--- config.mk ---
export PLATFORM = sky130hd
export DESIGN_NAME = l0_wavefront
export DESIGN_NICKNAME = d
export VERILOG_FILES = /design/src/rtl/l0_pkg.sv /design/src/rtl/l0_row_fifo.sv /design/src/rtl/l0_wavefront.sv
export SDC_FILE = /design/constraint.sdc
export NUM_CORES = 1
export LEC_CHECK = 0
export BUFFER_PORTS_ARGS = -buffer_cell sky130_fd_sc_hd__clkbuf_2
export CAP_MARGIN = 25
export CORE_MARGIN = 8
export CORE_UTILIZATION = 62
export CTS_CLUSTER_SIZE = 28
export DETAILED_ROUTE_END_ITERATION = 10
export MAX_ROUTING_LAYER = met4
export PLACE_DENSITY = 0.87
export REMOVE_ABC_BUFFERS = 1
export SETUP_SLACK_MARGIN = 0.4
export SYNTH_ARGS = -nofsm -noshare
export SYNTH_HDL_FRONTEND = slang
export SYNTH_HIERARCHICAL = 1
export SYNTH_SLANG_ARGS = --single-unit
export TNS_END_PERCENT = 100
--- constraint.sdc ---
create_clock -name clk -period 4.2 [get_ports clk]
set_input_delay 0.21 -clock clk [delete_from_list [all_inputs] [get_ports clk]]
set_output_delay 0.21 -clock clk [all_outputs]
set_load 0.1 [all_outputs]
--- src/rtl/l0_pkg.sv ---
// Shared constants for the L0 wavefront input buffer: read-mode encodings and
// the occupancy-counter width helper.
package l0_pkg;

    localparam logic MODE_STAGGER   = 1'b0;
    localparam logic MODE_BROADCAST = 1'b1;

    // Counter must represent 0..DEPTH inclusive, hence one bit above the pointer width.
    function automatic int cnt_width(input int depth);
        return $clog2(depth) + 1;
    endfunction

endpackage

--- src/rtl/l0_row_fifo.sv ---
// Single-clock row FIFO with a registered output word and a one-cycle valid
// pulse per pop. DEPTH must be a power of two so the pointers wrap for free.
module l0_row_fifo
    import l0_pkg::*;
#(
    parameter int BW    = 4,
    parameter int DEPTH = 16
) (
    input  logic          clk,
    input  logic          rst_n,
    input  logic          push,
    input  logic          pop_en,
    input  logic [BW-1:0] din,
    output logic [BW-1:0] dout,
    output logic          valid,
    output logic          empty,
    output logic          full
);

    localparam int CW = cnt_width(DEPTH);
    localparam int AW = CW - 1;

    logic [BW-1:0] mem_q [DEPTH];
    logic [AW-1:0] wptr_q, wptr_d, rptr_q, rptr_d;
    logic [CW-1:0] cnt_q, cnt_d;
    logic [BW-1:0] dout_q, dout_d;
    logic          valid_q, valid_d;
    logic          push_ok, pop_ok;

    assign empty   = (cnt_q == '0);
    assign full    = (cnt_q == CW'(DEPTH));
    // Fullness is judged before any same-cycle pop, so a pop never frees room for the push.
    assign push_ok = push & ~full;
    assign pop_ok  = pop_en & ~empty;

    always_comb begin
        wptr_d  = wptr_q;
        rptr_d  = rptr_q;
        cnt_d   = cnt_q;
        dout_d  = dout_q;
        valid_d = pop_ok;
        if (push_ok) wptr_d = wptr_q + 1'b1;
        if (pop_ok) begin
            rptr_d = rptr_q + 1'b1;
            dout_d = mem_q[rptr_q];
        end
        case ({push_ok, pop_ok})
            2'b10:   cnt_d = cnt_q + CW'(1);
            2'b01:   cnt_d = cnt_q - CW'(1);
            default: cnt_d = cnt_q;
        endcase
    end

    always_ff @(posedge clk or negedge rst_n) begin
        if (!rst_n) begin
            wptr_q  <= '0;
            rptr_q  <= '0;
            cnt_q   <= '0;
            dout_q  <= '0;
            valid_q <= 1'b0;
        end else begin
            wptr_q  <= wptr_d;
            rptr_q  <= rptr_d;
            cnt_q   <= cnt_d;
            dout_q  <= dout_d;
            valid_q <= valid_d;
        end
    end

    always_ff @(posedge clk) begin
        if (push_ok) mem_q[wptr_q] <= din;
    end

    assign dout  = dout_q;
    assign valid = valid_q;

endmodule

--- src/rtl/l0_wavefront.sv ---
// West-edge L0 buffer: ROW lockstep FIFOs read in broadcast or diagonal wavefront.
// Define L0_UNDERFLOW_FLAG_EN to add the sticky o_underflow output.
module l0_wavefront
    import l0_pkg::*;
#(
    parameter int ROW   = 8,
    parameter int BW    = 4,
    parameter int DEPTH = 16
) (
    input  logic              clk,
    input  logic              reset,
    input  logic              wr,
    input  logic [ROW*BW-1:0] in,
    input  logic              rd,
    input  logic              data_mode,
    output logic [ROW*BW-1:0] out,
    output logic [ROW-1:0]    o_valid,
    output logic              o_full,
    output logic              o_ready
`ifdef L0_UNDERFLOW_FLAG_EN
    ,
    output logic              o_underflow
`endif
);

    logic [ROW-1:0] empty, full, en;
    logic [ROW-2:0] rd_dly_q, rd_dly_d;
    logic           mode_q, mode_d;
    logic           wr_ok, idle;

    assign o_full  = |full;
    assign o_ready = &(~empty);
    // All rows advance together or not at all.
    assign wr_ok   = wr & ~o_full;
    assign idle    = ~rd & (rd_dly_q == '0);

    always_comb begin
        rd_dly_d    = rd_dly_q;
        rd_dly_d[0] = rd;
        for (int i = 1; i < ROW - 1; i++) rd_dly_d[i] = rd_dly_q[i-1];
        // Mode latches only between bursts, so a drain always finishes in its own shape.
        mode_d = idle ? data_mode : mode_q;
        en     = '0;
        en[0]  = rd;
        for (int i = 1; i < ROW; i++) en[i] = (mode_q == MODE_BROADCAST) ? rd : rd_dly_q[i-1];
    end

    always_ff @(posedge clk or negedge reset) begin
        if (!reset) begin
            rd_dly_q <= '0;
            mode_q   <= MODE_STAGGER;
        end else begin
            rd_dly_q <= rd_dly_d;
            mode_q   <= mode_d;
        end
    end

    for (genvar g = 0; g < ROW; g++) begin : g_row
        l0_row_fifo #(.BW(BW), .DEPTH(DEPTH)) u_fifo (
            .clk   (clk),
            .rst_n (reset),
            .push  (wr_ok),
            .pop_en(en[g]),
            .din   (in[g*BW +: BW]),
            .dout  (out[g*BW +: BW]),
            .valid (o_valid[g]),
            .empty (empty[g]),
            .full  (full[g])
        );
    end

`ifdef L0_UNDERFLOW_FLAG_EN
    logic uf_q, uf_d;

    assign uf_d = uf_q | (|(en & empty));

    always_ff @(posedge clk or negedge reset) begin
        if (!reset) uf_q <= 1'b0;
        else        uf_q <= uf_d;
    end

    assign o_underflow = uf_q;
`endif

endmodule

# Yosys cells after proc, flatten, opt, wreduce, memory -nomap -nowiden
# Memories as Yosys holds them, arrays and structs flattened. A register that Yosys moved wholly into a read port is not among the register bits.
# Index checks and enable logic that the tools add are counted.
# W data, S select, Z words.
# word_totals
mem_count	8
ramBits	512
output_inout_bits	42
inputBits	37
regBits	120
wordCells	193
# classes
n_reduce_logical	27
n_mux	31
bitwise_logic	37
eq_ne	24
add_sub_neg	32
# memory_table
memory	depth	word_bits	read_ports	rd_ports_with_merged_regs	write_ports	line_no	rtl
g_row[0].u_fifo.mem_q	16	4	1	1	1	l0_row_fifo.sv:23	logic [BW-1:0] mem_q [DEPTH];
g_row[1].u_fifo.mem_q	16	4	1	1	1	l0_row_fifo.sv:23	
g_row[2].u_fifo.mem_q	16	4	1	1	1	l0_row_fifo.sv:23	
g_row[3].u_fifo.mem_q	16	4	1	1	1	l0_row_fifo.sv:23	
g_row[4].u_fifo.mem_q	16	4	1	1	1	l0_row_fifo.sv:23	
g_row[5].u_fifo.mem_q	16	4	1	1	1	l0_row_fifo.sv:23	
+2 memories	--	--	--	--	--	--	
# ops
cell	count
$pmux W5 S2	8
$add A4 B1 Y4 const B	16
$add A5 B1 Y5 const B	8
$eq A5 B5 Y1 const B	8
$logic_not A5 Y1	8
$sub A5 B1 Y5 const B	8
$mux W1	23
$and A1 B1 Y1	18
$not A1 Y1	18
$eq A2 B1 Y1 const B	8
$eq A2 B2 Y1 const B	8
$reduce_bool A2 Y1	8
$logic_not A1 Y1	8
$not A8 Y8	1
$reduce_and A8 Y1	1
$reduce_or A8 Y1	1
$logic_not A7 Y1	1

# Longest topological paths before layout
# Gate-level depths: netlist of run 1.
# logic_depth
word_depth	7
ltp_mapped	16

# Hierarchy
# The synthesis of run 1 kept the hierarchy.
# by_module_without_submodules
module	area_each_um2	seq_area_each_um2	instances	cells_each
l0_row_fifo at g_row[0].u_fifo ...	3482.1	2372.3	7	212
l0_row_fifo at g_row[7].u_fifo	3483.3	2372.3	1	202
l0_wavefront	344.1	200.2	1	34

# Worst setup path after synthesis of run 1
# Ideal clock, no wire load.
# synth_timing
path_type	register to register
from	register g_row[7].u_fifo.cnt_q[0]
to	register g_row[7].u_fifo.cnt_q[4]
setup_ps	80
arrival_time_ps	3038
synth_period_minus_slack_ps	3118
stages_incl_launch_ff	13
required_ps	4120
path_slack_ps	1082
cell_sequence	dfrtp_1 > nor4_1 > and2_1 > nor4_1 > and3_1 > a21boi_1 > inv_1 > ha_1 > fa_1 > a21o_1 > a21oi_1 > mux2i_1 > xnor2_1
# synth_between
elab_chain_len	7
elab_cells_between_ends	15
classes_between	add/sub: 2; eq/ne: 3; mux: 1; bitwise: 6; reduce/logical: 3
# synth_lines
item	line_no	rtl
from (decl)	l0_row_fifo.sv:25	logic [CW-1:0] cnt_q, cnt_d;
from (signal assigned)	l0_row_fifo.sv:64	cnt_q <= cnt_d;
$eq A5 B5 Y1 *	l0_row_fifo.sv:31	assign full = (cnt_q == CW'(DEPTH));
net full[7]	l0_wavefront.sv:26	logic [ROW-1:0] empty, full, en;
$reduce_or A8 Y1 *	l0_wavefront.sv:31	assign o_full = |full;
$not A1 Y1 *	l0_wavefront.sv:34	assign wr_ok = wr & ~o_full;
$and A1 B1 Y1 *	l0_wavefront.sv:34	
net wr_ok	l0_wavefront.sv:29	logic wr_ok, idle;
$and A1 B1 Y1 *	l0_row_fifo.sv:33	assign push_ok = push & ~full;
$eq A2 B1 Y1 / $eq A2 B2 Y1 (equally long branches)	l0_row_fifo.sv:47	case ({push_ok, pop_ok})
$pmux W5 S2 / $reduce_bool A2 Y1 (equally long branches)	--	
# The timed path passes the listed nets; every way through them passes the cells marked *.
# A chain may end at the register's enable or synchronous reset.

# Final worst setup path of run 1
# layout_timing
from	register g_row[5].u_fifo.cnt_q[0]
to	register g_row[2].u_fifo.cnt_q[4]
# layout_between
elab_chain_len	7
elab_cells_between_ends	9
classes_between	eq/ne: 3; mux: 1; bitwise: 3; reduce/logical: 2
# layout_lines
item	line_no
from (decl)	l0_row_fifo.sv:25
from (signal assigned)	l0_row_fifo.sv:64
$eq A5 B5 Y1 *	l0_row_fifo.sv:31
net full[5]	l0_wavefront.sv:26
$reduce_or A8 Y1 *	l0_wavefront.sv:31
$not A1 Y1 *	l0_wavefront.sv:34
$and A1 B1 Y1 *	l0_wavefront.sv:34
net wr_ok	l0_wavefront.sv:29
$and A1 B1 Y1 *	l0_row_fifo.sv:33
$eq A2 B1 Y1 / $eq A2 B2 Y1 (equally long branches)	l0_row_fifo.sv:47
$pmux W5 S2 / $reduce_bool A2 Y1 (equally long branches)	--
to (signal assigned)	l0_row_fifo.sv:64
to (decl)	l0_row_fifo.sv:25
# Marks and branches as above.

==> impl.org, run 1 <==
** Setup path
- The worst register-to-register path has a depth of 14.
- CP max FO :: 9
- STA puts the critical path data required time at between 4 and 5 ns.
- Crit Path Class :: flip-flop to flip-flop
- Crit end category :: flip-flop
- Data arrives at the worst endpoint at around 4.0 ns.
- STA classifies the critical path startpoint as a flip-flop.

** Yosys
- The Yosys step of the flow raised 6 warnings.
- Multiplexer share of the synthesized area :: 0.135
- Top FF cell, synth :: sky130_fd_sc_hd__edfxtp_1
- Count of mapped cells out of synthesis :: between 1500 and 2000
- By area, the combinational part of the netlist is dominated by multiplexers.
- The synthesized-area fraction occupied by ao, oa, aoi and oai cells came to 0.0283.
- Of the total synthesized cell area, the portion taken by full adders, half adders and majority gates is 0.0376.
- Xor-xnor portion of the synthesized cell area :: 0.0248
- Of all flip-flops after synthesis, the portion carrying an async set or reset was 0.229.
- Basic-gate share of the synthesized area counting and, or, nand and nor cells :: 0.0638
- In this run, synthesis inferred between 500 and 600 flip-flops with an integrated enable.
- Synthesis inferred between 600 and 700 register bits.
- Average cell area after synthesis :: ~16 sq um
- Area of the mapped netlist :: 28200 sq um
- The synthesized netlist contains between 40 and 50 unique library cells.
- For this run, the register share of the synthesized area comes to 0.680.

** Timing
- Number of max-slew violations in the final report :: 0
- For the final database, setup skew stands at approximately 0.016 ns.
- The hold violation count in the final report is 0.
- Final sum of negative setup slack :: 0 ns
- Setup violations remaining at the end of the flow were counted as 0.
- Measured against its own limit, the worst slew margin works out to 0.338.
- Dividing the final minimum period by the clock period gives 0.844.
- Transition time at the pin with the least slew margin :: between 0.9 and 1 ns
- Subtracting the final worst setup slack from the clock period gives around 3.5 ns.
- Derived from the worst setup path, the maximum achievable clock frequency is 0.282 GHz.
- Setup repair after global routing left no endpoint under its margin.

** Global routing
- The initial antenna violation count came to 1.
- Number of global-route vias before repair :: around 15000
- Pin count of the biggest net entering global routing :: 90
- The first global-routing pass estimated 84100 microns of wire.
- In the global route stage, overall resource usage came out at 0.207.
- Overall overflow remaining after global route :: 0

** Cells and area
- Registers take around 19000 sq um.
- Signed area change from the synthesized netlist to the final layout :: 9.96%
- After filler insertion, the fill cell instance count of the layout stands at 2756.
- Of the cells placed in the final design, the portion with a size suffix greater than 1 is 0.170.
- Total area of multi-input combinational cells :: 8170 sq um
- In the final design database the tool counted approximately 1900 nets.
- Final Util :: 0.686

** Die
- The floorplan step set the die width to 229 microns.
- In this run the core area contains between 70 and 80 standard-cell rows.
- 79 I/O pins were placed.
- In this run the standard cell core region covers about 45000 sq um.
- For this configuration, the core starts out at a cell density of 0.624.
- Overall die area :: between 50000 and 60000 sq um
- The die is 229 microns tall.

** Clocking
- No sink is reached through more buffers than the 3 on the longest clock path.
- Clock-pin slew was measured on the worst setup and hold paths at around 0.060 ns.
- The H-tree was split into 3 levels.
- Clock sink count :: 664
- CTS tree :: built
- Clock tree synthesis selected as its root buffer the cell sky130_fd_sc_hd__clkbuf_16.
- Clk Latency, worst-skew pair :: ~0.58 ns
- Number of buffers created by CTS :: 67

** Routing
- In the routed design, unresolved DRC markers number 0.
- Before antenna repair, the detailed router went through 5 iterations.
- WL/cell :: ~22 microns
- Using the TritonRoute via totals, the vias-per-cell ratio works out to 5.97.
- In this run the remaining antenna-violating nets after routing total 0.
- Summed over all layers, the routed wires come to about 52000 microns.
- Number of DRC markers in iteration 0 :: 1321
- The routed layout has approximately 15000 vias.

** Placed design
- Routability-driven placement finished with a final weighted congestion of between 0.8 and 0.9.
- Post-DP HPWL :: 34200 microns
- Buffers placed on the I/O ports in this run total 78.

** Min path
- The worst hold path belongs to the class input port to flip-flop.
- Counting instances, the worst hold path has a depth of 1.

** Status
- The flow ran to the end, and the final reports show no timing, DRC or antenna violations.

** Job
- The tool flagged a number of max-cap violations equal to 0.

** Pwr
- The analysis attributes to cell leakage a power of between 10 and 15 nW.
- Cell Pwr Density :: 764 nW/um^2
- The worst-case IR drop observed on VDD is 0.833 mV.
==> routing by layer <==
metal,track usage,share of wire,vias to the layer above,wire (microns)
met5,-,0,-,0
li1,-,-,6599,-
met3,0.0368,0.050,87,2640
met1,0.261,0.41,7452,21400
met2,0.348,0.52,417,27300
met4,0.0572,0.021,0,1100
==> registers in the layout (all words and copies together) (netlist names) <==
register             count
rd_dly_q                 7
g_row.u_fifo/cnt_q      40
g_row.u_fifo/valid       8
g_row.u_fifo/dout       32
g_row.u_fifo/mem_q     512
g_row.u_fifo/wptr_q     32
g_row.u_fifo/rptr_q     32
mode_q                   1
==> path summary, 6_finish.rpt <==
kind | slack (ns) | start | to
setup / recovery | 0.66 | g_row[5].u_fifo/cnt_q[0] | g_row[2].u_fifo/cnt_q[4]
hold / removal | 0.05 | in[14] | g_row[3].u_fifo/mem_q[11][2]
setup reg to reg | 0.66 | g_row[5].u_fifo/cnt_q[0] | g_row[2].u_fifo/cnt_q[4]
hold reg to reg | 0.41 | rd_dly_q[1] | rd_dly_q[2]
max in group asynchronous | 2.88 | reset | g_row[6].u_fifo/rptr_q[1]
min in group asynchronous | 0.27 | reset | g_row[6].u_fifo/valid
==> through the flow <==
| step | setup slack (ns) | power (mW) | hold WS [ns] | instances | area [sq um] |
|---|---|---|---|---|---|
| after CTS | 0.433 | 23.9 | 0.0188 | 2437 | 31000 |
| final | 0.657 | 23.7 | 0.0478 | 2438 | 31000 |
| after global placement | 0.599 | 17.4 | 0.348 | 2314 | 28800 |
| after detailed placement | 0.459 | 17.9 | 0.343 | 2314 | 28800 |
| after global routing | 0.406 | 24.9 | 0.0506 | 2438 | 31000 |
| after floorplan | 1.08 | 15.8 | -0.0856 | 1632 | 27600 |
==> area by class of cell <==
class                           instances  share of cell area
Clock buffer                           91              0.0610
Tap cell                              600              0.0242
Sequential cell                       664               0.618
Inverter                               74             0.00896
Antenna cell                            1           0.0000807
Timing Repair Buffer                   85              0.0147
Multi-Input combinational cell        894               0.263
Clock inverter                         29             0.00924
==> synthesized netlist by cell type (15+ instances only) <==
| cell | count | area share |
|---|---|---|
| sky130_fd_sc_hd__mux4_1 | 59 | 0.055 |
| sky130_fd_sc_hd__nor3_1 | 32 | 0.0057 |
| sky130_fd_sc_hd__nand2b_1 | 16 | 0.0035 |
| sky130_fd_sc_hd__o21ai_0 | 25 | 0.0044 |
| sky130_fd_sc_hd__nor2_1 | 106 | 0.014 |
| sky130_fd_sc_hd__o21ai_1 | 57 | 0.010 |
| sky130_fd_sc_hd__dfrtp_1 | 152 | 0.13 |
| sky130_fd_sc_hd__ha_1 | 72 | 0.032 |
| sky130_fd_sc_hd__edfxtp_1 | 512 | 0.55 |
| sky130_fd_sc_hd__nand2_1 | 170 | 0.023 |
| sky130_fd_sc_hd__buf_2 | 32 | 0.0057 |
| sky130_fd_sc_hd__a21oi_1 | 40 | 0.0071 |
| sky130_fd_sc_hd__xnor2_1 | 65 | 0.020 |
| sky130_fd_sc_hd__mux2_2 | 30 | 0.012 |
| sky130_fd_sc_hd__nand4_1 | 16 | 0.0035 |
| sky130_fd_sc_hd__mux4_2 | 69 | 0.055 |
| sky130_fd_sc_hd__clkbuf_1 | 16 | 0.0021 |
| sky130_fd_sc_hd__inv_1 | 60 | 0.0080 |
| sky130_fd_sc_hd__xor2_1 | 15 | 0.0047 |
| sky130_fd_sc_hd__mux2i_1 | 34 | 0.012 |
==> power breakdown <==
part	leakage, nW	switching [mW]	internal [mW]	total [mW]
sequential	6.44	1.68	8.32	10.0
combinational	3.88	4.59	3.25	7.84
clock	1.06	2.37	3.47	5.85
total	11.4	8.64	15.0	23.7
==> repair_timing <==
action,4_1_cts,5_1_grt
hold endpoints to repair,89,0
buffers inserted,0,0
hold buffers,3,0
setup endpoints to repair,0,8
resized for setup,0,3
==> cell usage in the layout, fill, tap and decap left out, types with 6 or more instances in the layout <==
cell / n
sky130_fd_sc_hd__mux2i_1: 34
sky130_fd_sc_hd__or3b_1: 7
sky130_fd_sc_hd__clkinv_2: 10
sky130_fd_sc_hd__inv_2: 14
sky130_fd_sc_hd__clkbuf_2: 77
sky130_fd_sc_hd__and2_1: 7
sky130_fd_sc_hd__nor2b_1: 11
sky130_fd_sc_hd__clkinv_1: 6
sky130_fd_sc_hd__o21ai_0: 25
sky130_fd_sc_hd__inv_1: 60
sky130_fd_sc_hd__nor4_1: 10
sky130_fd_sc_hd__nor3_1: 32
sky130_fd_sc_hd__dfrtp_1: 152
sky130_fd_sc_hd__or4_4: 7
sky130_fd_sc_hd__ha_1: 72
sky130_fd_sc_hd__fa_1: 8
sky130_fd_sc_hd__clkbuf_16: 71
sky130_fd_sc_hd__o21ai_2: 7
sky130_fd_sc_hd__nand4_1: 16
sky130_fd_sc_hd__nand2b_1: 16
sky130_fd_sc_hd__edfxtp_1: 512
sky130_fd_sc_hd__mux4_2: 69
sky130_fd_sc_hd__nand2_1: 170
sky130_fd_sc_hd__mux2_2: 30
sky130_fd_sc_hd__clkbuf_1: 16
sky130_fd_sc_hd__a21o_1: 9
sky130_fd_sc_hd__nand3_1: 7
sky130_fd_sc_hd__nor2_1: 106
sky130_fd_sc_hd__xnor2_1: 65
sky130_fd_sc_hd__xor2_1: 15
sky130_fd_sc_hd__o21ai_1: 57
sky130_fd_sc_hd__a21oi_1: 40
sky130_fd_sc_hd__mux4_1: 59
==> logic make-up after synthesis <==
group	after synthesis
AND/OR/NAND/NOR	396
AO/OA/AOI/OAI	145
multiplexers	193
buffers and inverters	162
flip-flops	664
XOR/XNOR	80
adder cells (fa/ha/maj)	80
==> worst max-delay path: stages, from the launching register on <==
cell and delay [ns]:
sky130_fd_sc_hd__dfrtp_1 0.42, sky130_fd_sc_hd__nor4_1 0.08, sky130_fd_sc_hd__nand2_1 0.10, sky130_fd_sc_hd__inv_1 0.06
sky130_fd_sc_hd__nor4_2 0.44, sky130_fd_sc_hd__and3_2 0.39, sky130_fd_sc_hd__and2_1 0.37, sky130_fd_sc_hd__inv_2 0.05
sky130_fd_sc_hd__ha_1 0.25, sky130_fd_sc_hd__ha_1 0.35, sky130_fd_sc_hd__nor2b_1 0.16, sky130_fd_sc_hd__o21ai_1 0.17
sky130_fd_sc_hd__a21oi_1 0.09, sky130_fd_sc_hd__or3b_1 0.37, sky130_fd_sc_hd__xnor2_1 0.13
Note: power is estimated with default switching activity, not from simulation.
==> run 2, diff against run 1 <==
- CORE_UTILIZATION: 62 -> 56
- PLACE_DENSITY: 0.87 -> 0.84
- clock period: 4.2 -> 2.9 ns (I/O delays scaled with it)
==> impl.org, run 2 (synthesized netlist as in run 1, its figures left out) <==
** Status
- Status :: finished, violations left
- Violations in the final reports :: negative setup slack

** Setup path
- The slowest stage of the critical path belongs to the cell sky130_fd_sc_hd__dfrtp_1.
- End of the worst register-to-register path :: g_row[0].u_fifo/cnt_q[4]
- Slowest cell delay on critical path :: 0.44 ns (about the same)
- Length in cells of the worst reg-to-reg path :: 15 (+1)
- The worst-case register-to-register setup slack is -0.20 ns (-0.86 ns).
- Count of buffer and inverter cells on the critical path :: 3 (+1)
- Traced cell by cell, the critical path runs through nor4_4, nand2_1, inv_2, nor4_4, and3_4, buf_6, and2_4, inv_2, ha_4, ha_1, nor2b_1, o21ai_1, a21oi_1, or3b_1, xnor2_1.
- CP max FO :: 4 (-5)
- Kind of cell adding the most delay to the critical path :: simple AND/OR/NAND/NOR gates
- Signal arrival time at the worst endpoint :: 3.59 ns (-0.41 ns)
- Required time at the endpoint of the critical path :: 3.39 ns (-1.27 ns)
- The setup path with the least slack is of type flip-flop to flip-flop.
- Crit end category :: flip-flop
- STA classifies the critical path startpoint as a flip-flop.
- In this run the critical register-to-register path is launched from g_row[0].u_fifo/cnt_q[1].

** Cells and area
- Top library cells by usage in the layout, fill and taps aside :: sky130_fd_sc_hd__edfxtp_1 (512), sky130_fd_sc_hd__buf_4 (159), sky130_fd_sc_hd__dfrtp_1 (152), sky130_fd_sc_hd__nand2_1 (136), sky130_fd_sc_hd__clkbuf_2 (75)
- Final Util :: 0.694 (+0.00769)
- The library cell used most frequently in the layout, excluding fill and tap cells, is sky130_fd_sc_hd__edfxtp_1.
- Signed area change from the synthesized netlist to the final layout :: 23.0%
- Top Registers :: g_row.u_fifo/mem_q: 512 flops, g_row.u_fifo/cnt_q: 40 flops
- Diodes inserted :: 0 (-1)
- Number of fillers in the final layout :: 2946 (+6.9%)
- Register containing the most flip-flops in the final layout :: g_row.u_fifo/mem_q
- The proportion of layout cells with a drive suffix above 1 was 0.364 (+0.195).
- The number of flip-flops in the largest register is 512 (unchanged).
- Post-layout net count :: 2124 (+12%)

** Routing
- The initial DRC count was 1217 (-7.9%).
- The remaining number of nets flagged by the antenna check after routing is 0 (unchanged).
- Number of iterations in the first detailed-routing pass :: 7 (+2)
- The average wire per cell in the routed design was 21.6 microns (+0.42%).
- DRC :: 0 (unchanged)
- Total via count after detailed routing :: 15700 (+7.8%)
- The sum of routed wire length over all layers is 59000 microns (+13%).
- The per-cell via count in the routed design came to 5.74 (-3.8%).

** Timing
- The measured slew at the worst slew-check pin is 0.755 ns (-0.239 ns).
- The max-slew violation total from the final report was 0 (unchanged).
- The worst clock skew is 0.0316 ns (+0.0157 ns).
- The fmax is 0.322 GHz (+14%).
- The minimum setup slack in the final design came to -0.202 ns (-0.859 ns).
- Final clock period utilization by the worst path :: 1.07 (+0.226)
- The worst slew margin relative to its limit was 0.497 (+0.159).
- Final count of negative-setup-slack endpoints :: 9 (+9)
- The final period demand of the worst path is 3.10 ns (-0.441 ns).
- The hold violation count in the final report was 0 (unchanged).
- RSZ-0062 raised after global routing :: yes

** Clocking
- The post-CTS clock slew at the launch and capture registers of the worst setup and hold paths was 0.06 ns (about the same).
- The total number of clock tree sinks is 664 (unchanged).
- Number of buffers created by CTS :: 68 (+1.5%)
- Clk Latency, worst-skew pair :: 0.60 ns (+0.02 ns)
- CTS tree :: built
- In this run the clock root is driven by a sky130_fd_sc_hd__clkbuf_16.
- Number of H-tree levels :: 3 (unchanged)
- The clock tree buffer depth is 3 (unchanged).

** Global routing
- Antenna violations before repair :: 0 (-1)
- The number of global-route vias before repair is 16500 (+7.5%).
- The maximum number of pins on one net before global-route repair was 70 (-22%).
- Overall overflow remaining after global route :: 0 (unchanged)
- GR Util All Layers :: 0.202 (-0.00541)
- First-pass GRT wire length :: 88500 microns (+5.2%)

** Die
- The placement row count was 82 (+5.1%).
- The top-level I/O count is 79 (unchanged).
- The height of the die is 240 microns (+4.9%).
- Overall die area :: 57800 sq um (+9.9%)
- The core region area came to 50000 sq um (+11%).
- Initial core utilization :: 0.564 (-0.0597)
- The horizontal extent of the die was 240 microns (+4.9%).

** Pwr
- Cell Pwr Density :: 1160 nW/um^2 (+52%)
- The static leakage is 12.9 nW (+14%).
- The worst ir drop on vdd came to 1.18 mV (+42%).

** Min path
- For hold timing, the worst endpoint is g_row[2].u_fifo/mem_q[0][1].
- The startpoint identified for the worst hold timing path is in[9].
- The cell count of the worst hold path is 1 (unchanged).
- Hold Path Class :: input port to flip-flop

** Placed design
- Post-DP HPWL :: 35700 microns (+4.4%)
- Pre-CTS setup slack :: -0.242 ns (-0.701 ns)
- The global placer's final weighted congestion was 0.829 (+1.6%).
- The number of I/O port buffers is 78 (unchanged).

** Job
- The max-capacitance violation count was 0 (unchanged).
[run 2: changes by cell type in the layout (fill, tap and decap cells not counted), moves of 25 or more]
cell and change:
sky130_fd_sc_hd__nand2_1 -34, sky130_fd_sc_hd__nor2_2 +44, sky130_fd_sc_hd__nor2_1 -97, sky130_fd_sc_hd__buf_6 +31, sky130_fd_sc_hd__nor3_1 -25, sky130_fd_sc_hd__buf_4 +155
sky130_fd_sc_hd__nor2_4 +53, sky130_fd_sc_hd__dlygate4sd3_1 +26
[run 2: repair_timing]
action | CTS | global route
endpoints found under the hold margin | 444 | 0
setup endpoints to repair | 538 | 526
gates resized for setup | 145 | 286
cloned | 0 | 0
pin swaps | 78 | 66
hold buffers | 29 | 0
setup buffers | 25 | 21
[run 2: how the worst max path moves through the flow]
stage	startpoint	to	cells past startpoint
after floorplan	g_row[7].u_fifo/cnt_q[0]	g_row[7].u_fifo/cnt_q[4]	12
after global placement	g_row[4].u_fifo/cnt_q[1]	g_row[1].u_fifo/cnt_q[4]	16
after detailed placement	g_row[7].u_fifo/cnt_q[3]	g_row[1].u_fifo/cnt_q[4]	15
after CTS	g_row[7].u_fifo/cnt_q[0]	g_row[2].u_fifo/cnt_q[4]	15
after global routing	g_row[0].u_fifo/cnt_q[1]	g_row[0].u_fifo/cnt_q[4]	15
final	g_row[0].u_fifo/cnt_q[1]	g_row[0].u_fifo/cnt_q[4]	15
[run 2: cell type report]
class,instances,area (sq um),share of cell area
Clock buffer,87,1890,0.0545
Inverter,74,298,0.00859
Sequential cell,664,19200,0.553
Timing Repair Buffer,305,2410,0.0696
Multi-Input combinational cell,894,9610,0.277
Tap cell,672,841,0.0242
Clock inverter,37,449,0.0130
[run 2: stage by stage]
step                      cell area (sq um)  cells  power (mW)  hold WS, ns  TNS (ns)
after floorplan                       27600   1632        22.9       -0.151    -0.672
after global placement                30000   2534        26.6        0.216    -0.845
after detailed placement              30000   2534        27.3        0.221     -2.26
after CTS                             33400   2712        37.9     0.000713         0
after global routing                  34700   2733        42.0       0.0121     -2.09
final                                 34700   2733        40.2       0.0297     -1.21
[run 2: layer usage]
metal	up-vias	routed length, microns	GRT usage
met5	-	0	-
met1	8088	23200	0.237
met3	128	2630	0.0355
met4	0	1620	0.0750
met2	431	31600	0.348
li1	7042	-	-
[run 2: report_power, final]
group / internal [mW] / switching, mW
clock network: 5.51 / 3.58
registers: 12.1 / 1.81
logic: 7.68 / 9.53
total: 25.3 / 14.9
==> run 3, diff against run 2 <==
- CORE_UTILIZATION: 56 -> 62
- CTS_BUF_LIST: not set -> sky130_fd_sc_hd__clkbuf_16
- PLACE_DENSITY: 0.84 -> 0.87
- SKIP_LAST_GASP: not set -> 1
- clock period: 2.9 -> 3.5 ns (I/O delays scaled with it)
==> impl.org, run 3 (synthesized netlist as in run 1, its figures left out) <==
** Die
- The placement row count came to 78 (-4.9%).
- Core footprint :: 45200 sq um (-9.6%)
- Number of placed I/O pins :: 79 (unchanged)
- The starting utilization of the core area is 0.624 (+0.0597).
- Die boundary width :: 229 microns (-4.6%)
- Overall die area :: 52600 sq um (-9.0%)
- Vertical die dimension :: 229 microns (-4.6%)

** Cells and area
- Most common cell after layout, fill and taps aside :: sky130_fd_sc_hd__edfxtp_1
- The cell area after layout is 31700 sq um (-8.6%).
- Number of fillers in the final layout :: 2667 (-9.5%)
- The post-layout net count was 1953 (-8.1%).
- Top Registers :: g_row.u_fifo/mem_q: 512 flops, g_row.u_fifo/cnt_q: 40 flops
- Leaving out fill and tap cells, the most frequent cells in the layout are sky130_fd_sc_hd__edfxtp_1 (512), sky130_fd_sc_hd__nand2_1 (170), sky130_fd_sc_hd__dfrtp_1 (140), sky130_fd_sc_hd__nor2_1 (106), sky130_fd_sc_hd__clkbuf_2 (77).
- Counting flops per register, the top entry is g_row.u_fifo/mem_q.
- The proportion of layout cells with a drive suffix above 1 came to 0.213 (-0.152).
- Max FFs per register :: 512 (unchanged)
- From synthesis to final layout, the design area changed by 12.4%.

** Setup path
- STA classifies the critical path startpoint as a flip-flop.
- The data arrival time of the worst path was 3.58 ns (about the same).
- Required time at the endpoint of the critical path :: 3.97 ns (+0.58 ns)
- The worst setup path is captured at a flip-flop.
- Crit Path Class :: flip-flop to flip-flop
- The maximum fanout encountered on the critical timing path is 8 (+4).

** Routing
- The per-cell via count in the routed design came to 6.00 (+4.6%).
- The detailed-route DRC error count is 0 (unchanged).
- Total via count after detailed routing :: 14900 (-4.8%)
- Number of iterations in the first detailed-routing pass :: 5 (-2)
- The average wire per cell in the routed design is 21.7 microns (+0.58%).
- Final wirelength :: 54100 microns (-8.4%)
- Antenna viol nets, final :: 0 (unchanged)
- Number of DRC markers in iteration 0 :: 1410 (+16%)

** Global routing
- Overall overflow remaining after global route :: 0 (unchanged)
- The number of global-route vias before repair came to 15700 (-4.7%).
- Fraction of met1 tracks used by global routing :: 0.260 (+0.0231)
- The met3 capacity usage during global routing came to 0.0349 (-0.000668).
- The initial antenna violation count came to 1 (+1).
- GR Util All Layers :: 0.209 (+0.00706)
- The wire length of the first global-routing pass came to 84800 microns (-4.1%).
- The maximum number of pins on one net before global-route repair was 74 (+5.7%).
- The global routing met2 resource utilization is 0.346 (-0.00276).
- Grt peak-use layer :: met2

** Timing
- Clock skew after layout :: 0.0213 ns (-0.0103 ns)
- The final period demand of the worst path came to 3.11 ns (+0.00311 ns).
- Final sum of negative setup slack :: 0 ns (+1.21 ns)
- The final number of setup-violating endpoints is 0 (-9).
- RSZ-0062 raised after global routing :: yes
- Fin. Hold Viols :: 0 (unchanged)
- Final clock period utilization by the worst path :: 0.887 (-0.183)
- The worst slew margin relative to its limit is 0.369 (-0.128).
- The fmax came to 0.322 GHz (about the same).
- Number of max-slew violations in the final report :: 0 (unchanged)
- The measured slew at the worst slew-check pin was 0.946 ns (+0.192 ns).

** Pwr
- The worst ir drop on vdd came to 0.890 mV (-25%).
- Lkg Pwr :: 11.7 nW (-9.7%)
- The power density of the placed cells came to 924 nW/um^2 (-20%).

** Clocking
- TritonCTS built the clock tree.
- Clk Latency, worst-skew pair :: 0.59 ns (about the same)
- Clock transition at the registers of the reported paths :: 0.06 ns (about the same)
- The cell sitting at the root of the clock tree is a sky130_fd_sc_hd__clkbuf_16.
- Number of buffers created by CTS :: 68 (unchanged)
- The clock tree buffer depth came to 3 (unchanged).
- Number of H-tree levels :: 3 (unchanged)
- Clock sink count :: 664 (unchanged)

** Placed design
- Placer Congestion :: 0.809 (-2.4%)
- The number of I/O port buffers was 78 (unchanged).
- Post-DP HPWL :: 34500 microns (-3.4%)
- Total placed instance area :: 29000 sq um (-3.5%)

** Status
- The flow ran to the end, and the final reports show no timing, DRC or antenna violations.

** Min path
- The worst hold path belongs to the class input port to flip-flop.

** Job
- Maximum capacitance violations :: 0 (unchanged)
[run 3: cell types whose count changed in the layout (fill, tap and decap cells not counted), sizes merged]
cell,previous run,this run
buf,201,44
dlygate4sd3,29,13
inv,75,89
clkbuf,162,150
bufinv,10,4
clkinv,21,24
diode,0,1
[run 3: layout make-up]
class / instances / area, sq um / share of cell area
well taps: 600 / 751 / 0.0237
multi-input cells: 894 / 8470 / 0.267
flip-flops and latches: 664 / 19200 / 0.605
inverters: 74 / 278 / 0.00876
diodes: 1 / 2.50 / 0.0000789
repair buffers: 134 / 862 / 0.0272
clock inverters: 48 / 323 / 0.0102
clock buffers: 73 / 1830 / 0.0576
[run 3: power breakdown]
group	switching (mW)	internal (mW)	total, mW
sequential	1.97	10.0	12.0
clock	2.87	4.05	6.92
combinational	5.91	4.51	10.4
total	10.7	18.6	29.3
[run 3: timing repair]
item / CTS / global route
cloned: 0 / 0
endpoints found under the setup margin: 9 / 8
hold buffers: 13 / 0
setup buffers: 4 / 15
pin swaps: 1 / 9
resized for setup: 10 / 60
endpoints found under the hold margin: 185 / 0
[run 3: through the flow]
step | hold WS (ns) | cells | total power [mW] | setup slack [ns] | util
after detailed placement | 0.277 | 2334 | 21.7 | 0.106 | 0.641
after floorplan | -0.121 | 1632 | 19.0 | 0.382 | -
after global placement | 0.271 | 2334 | 21.1 | 0.257 | 0.641
after CTS | 0.00148 | 2472 | 28.8 | 0.396 | 0.693
after global routing | 0.0344 | 2488 | 30.8 | 0.293 | 0.702
final | 0.0376 | 2488 | 29.3 | 0.395 | 0.702
[run 3: path summary, 6_finish.rpt]
kind | from | slack [ns] | cells after the start | to
worst max-delay path | g_row[7].u_fifo/cnt_q[3] | 0.39 | 14 | g_row[6].u_fifo/cnt_q[4]
worst min-delay path | in[22] | 0.04 | 1 | g_row[5].u_fifo/mem_q[6][2]
worst max register to register | g_row[7].u_fifo/cnt_q[3] | 0.39 | 14 | g_row[6].u_fifo/cnt_q[4]
worst min register to register | rd_dly_q[1] | 0.40 | 0 | rd_dly_q[2]
max in group asynchronous | reset | 2.41 | 3 | g_row[2].u_fifo/cnt_q[2]
min in group asynchronous | reset | 0.17 | 2 | g_row[6].u_fifo/valid
[run 3: worst max-delay path, stage by stage, from the launching register on]
cell and delay (ns):
sky130_fd_sc_hd__dfrtp_2 0.44, sky130_fd_sc_hd__nor4_4 0.35, sky130_fd_sc_hd__and2_4 0.21, sky130_fd_sc_hd__nor4_4 0.05
sky130_fd_sc_hd__and3_4 0.22, sky130_fd_sc_hd__and2_4 0.15, sky130_fd_sc_hd__inv_2 0.06, sky130_fd_sc_hd__ha_4 0.16
sky130_fd_sc_hd__inv_1 0.10, sky130_fd_sc_hd__fa_2 0.38, sky130_fd_sc_hd__nor2b_1 0.15, sky130_fd_sc_hd__o21ai_1 0.11
sky130_fd_sc_hd__nand3_1 0.12, sky130_fd_sc_hd__or3b_1 0.37, sky130_fd_sc_hd__xnor2_1 0.13
[run 3: per-layer routing]
metal / part of all wire / routed length [microns]
met1: 0.40 / 21500
met2: 0.52 / 28000
met3: 0.054 / 2940
met4: 0.029 / 1570
met5: 0 / 0
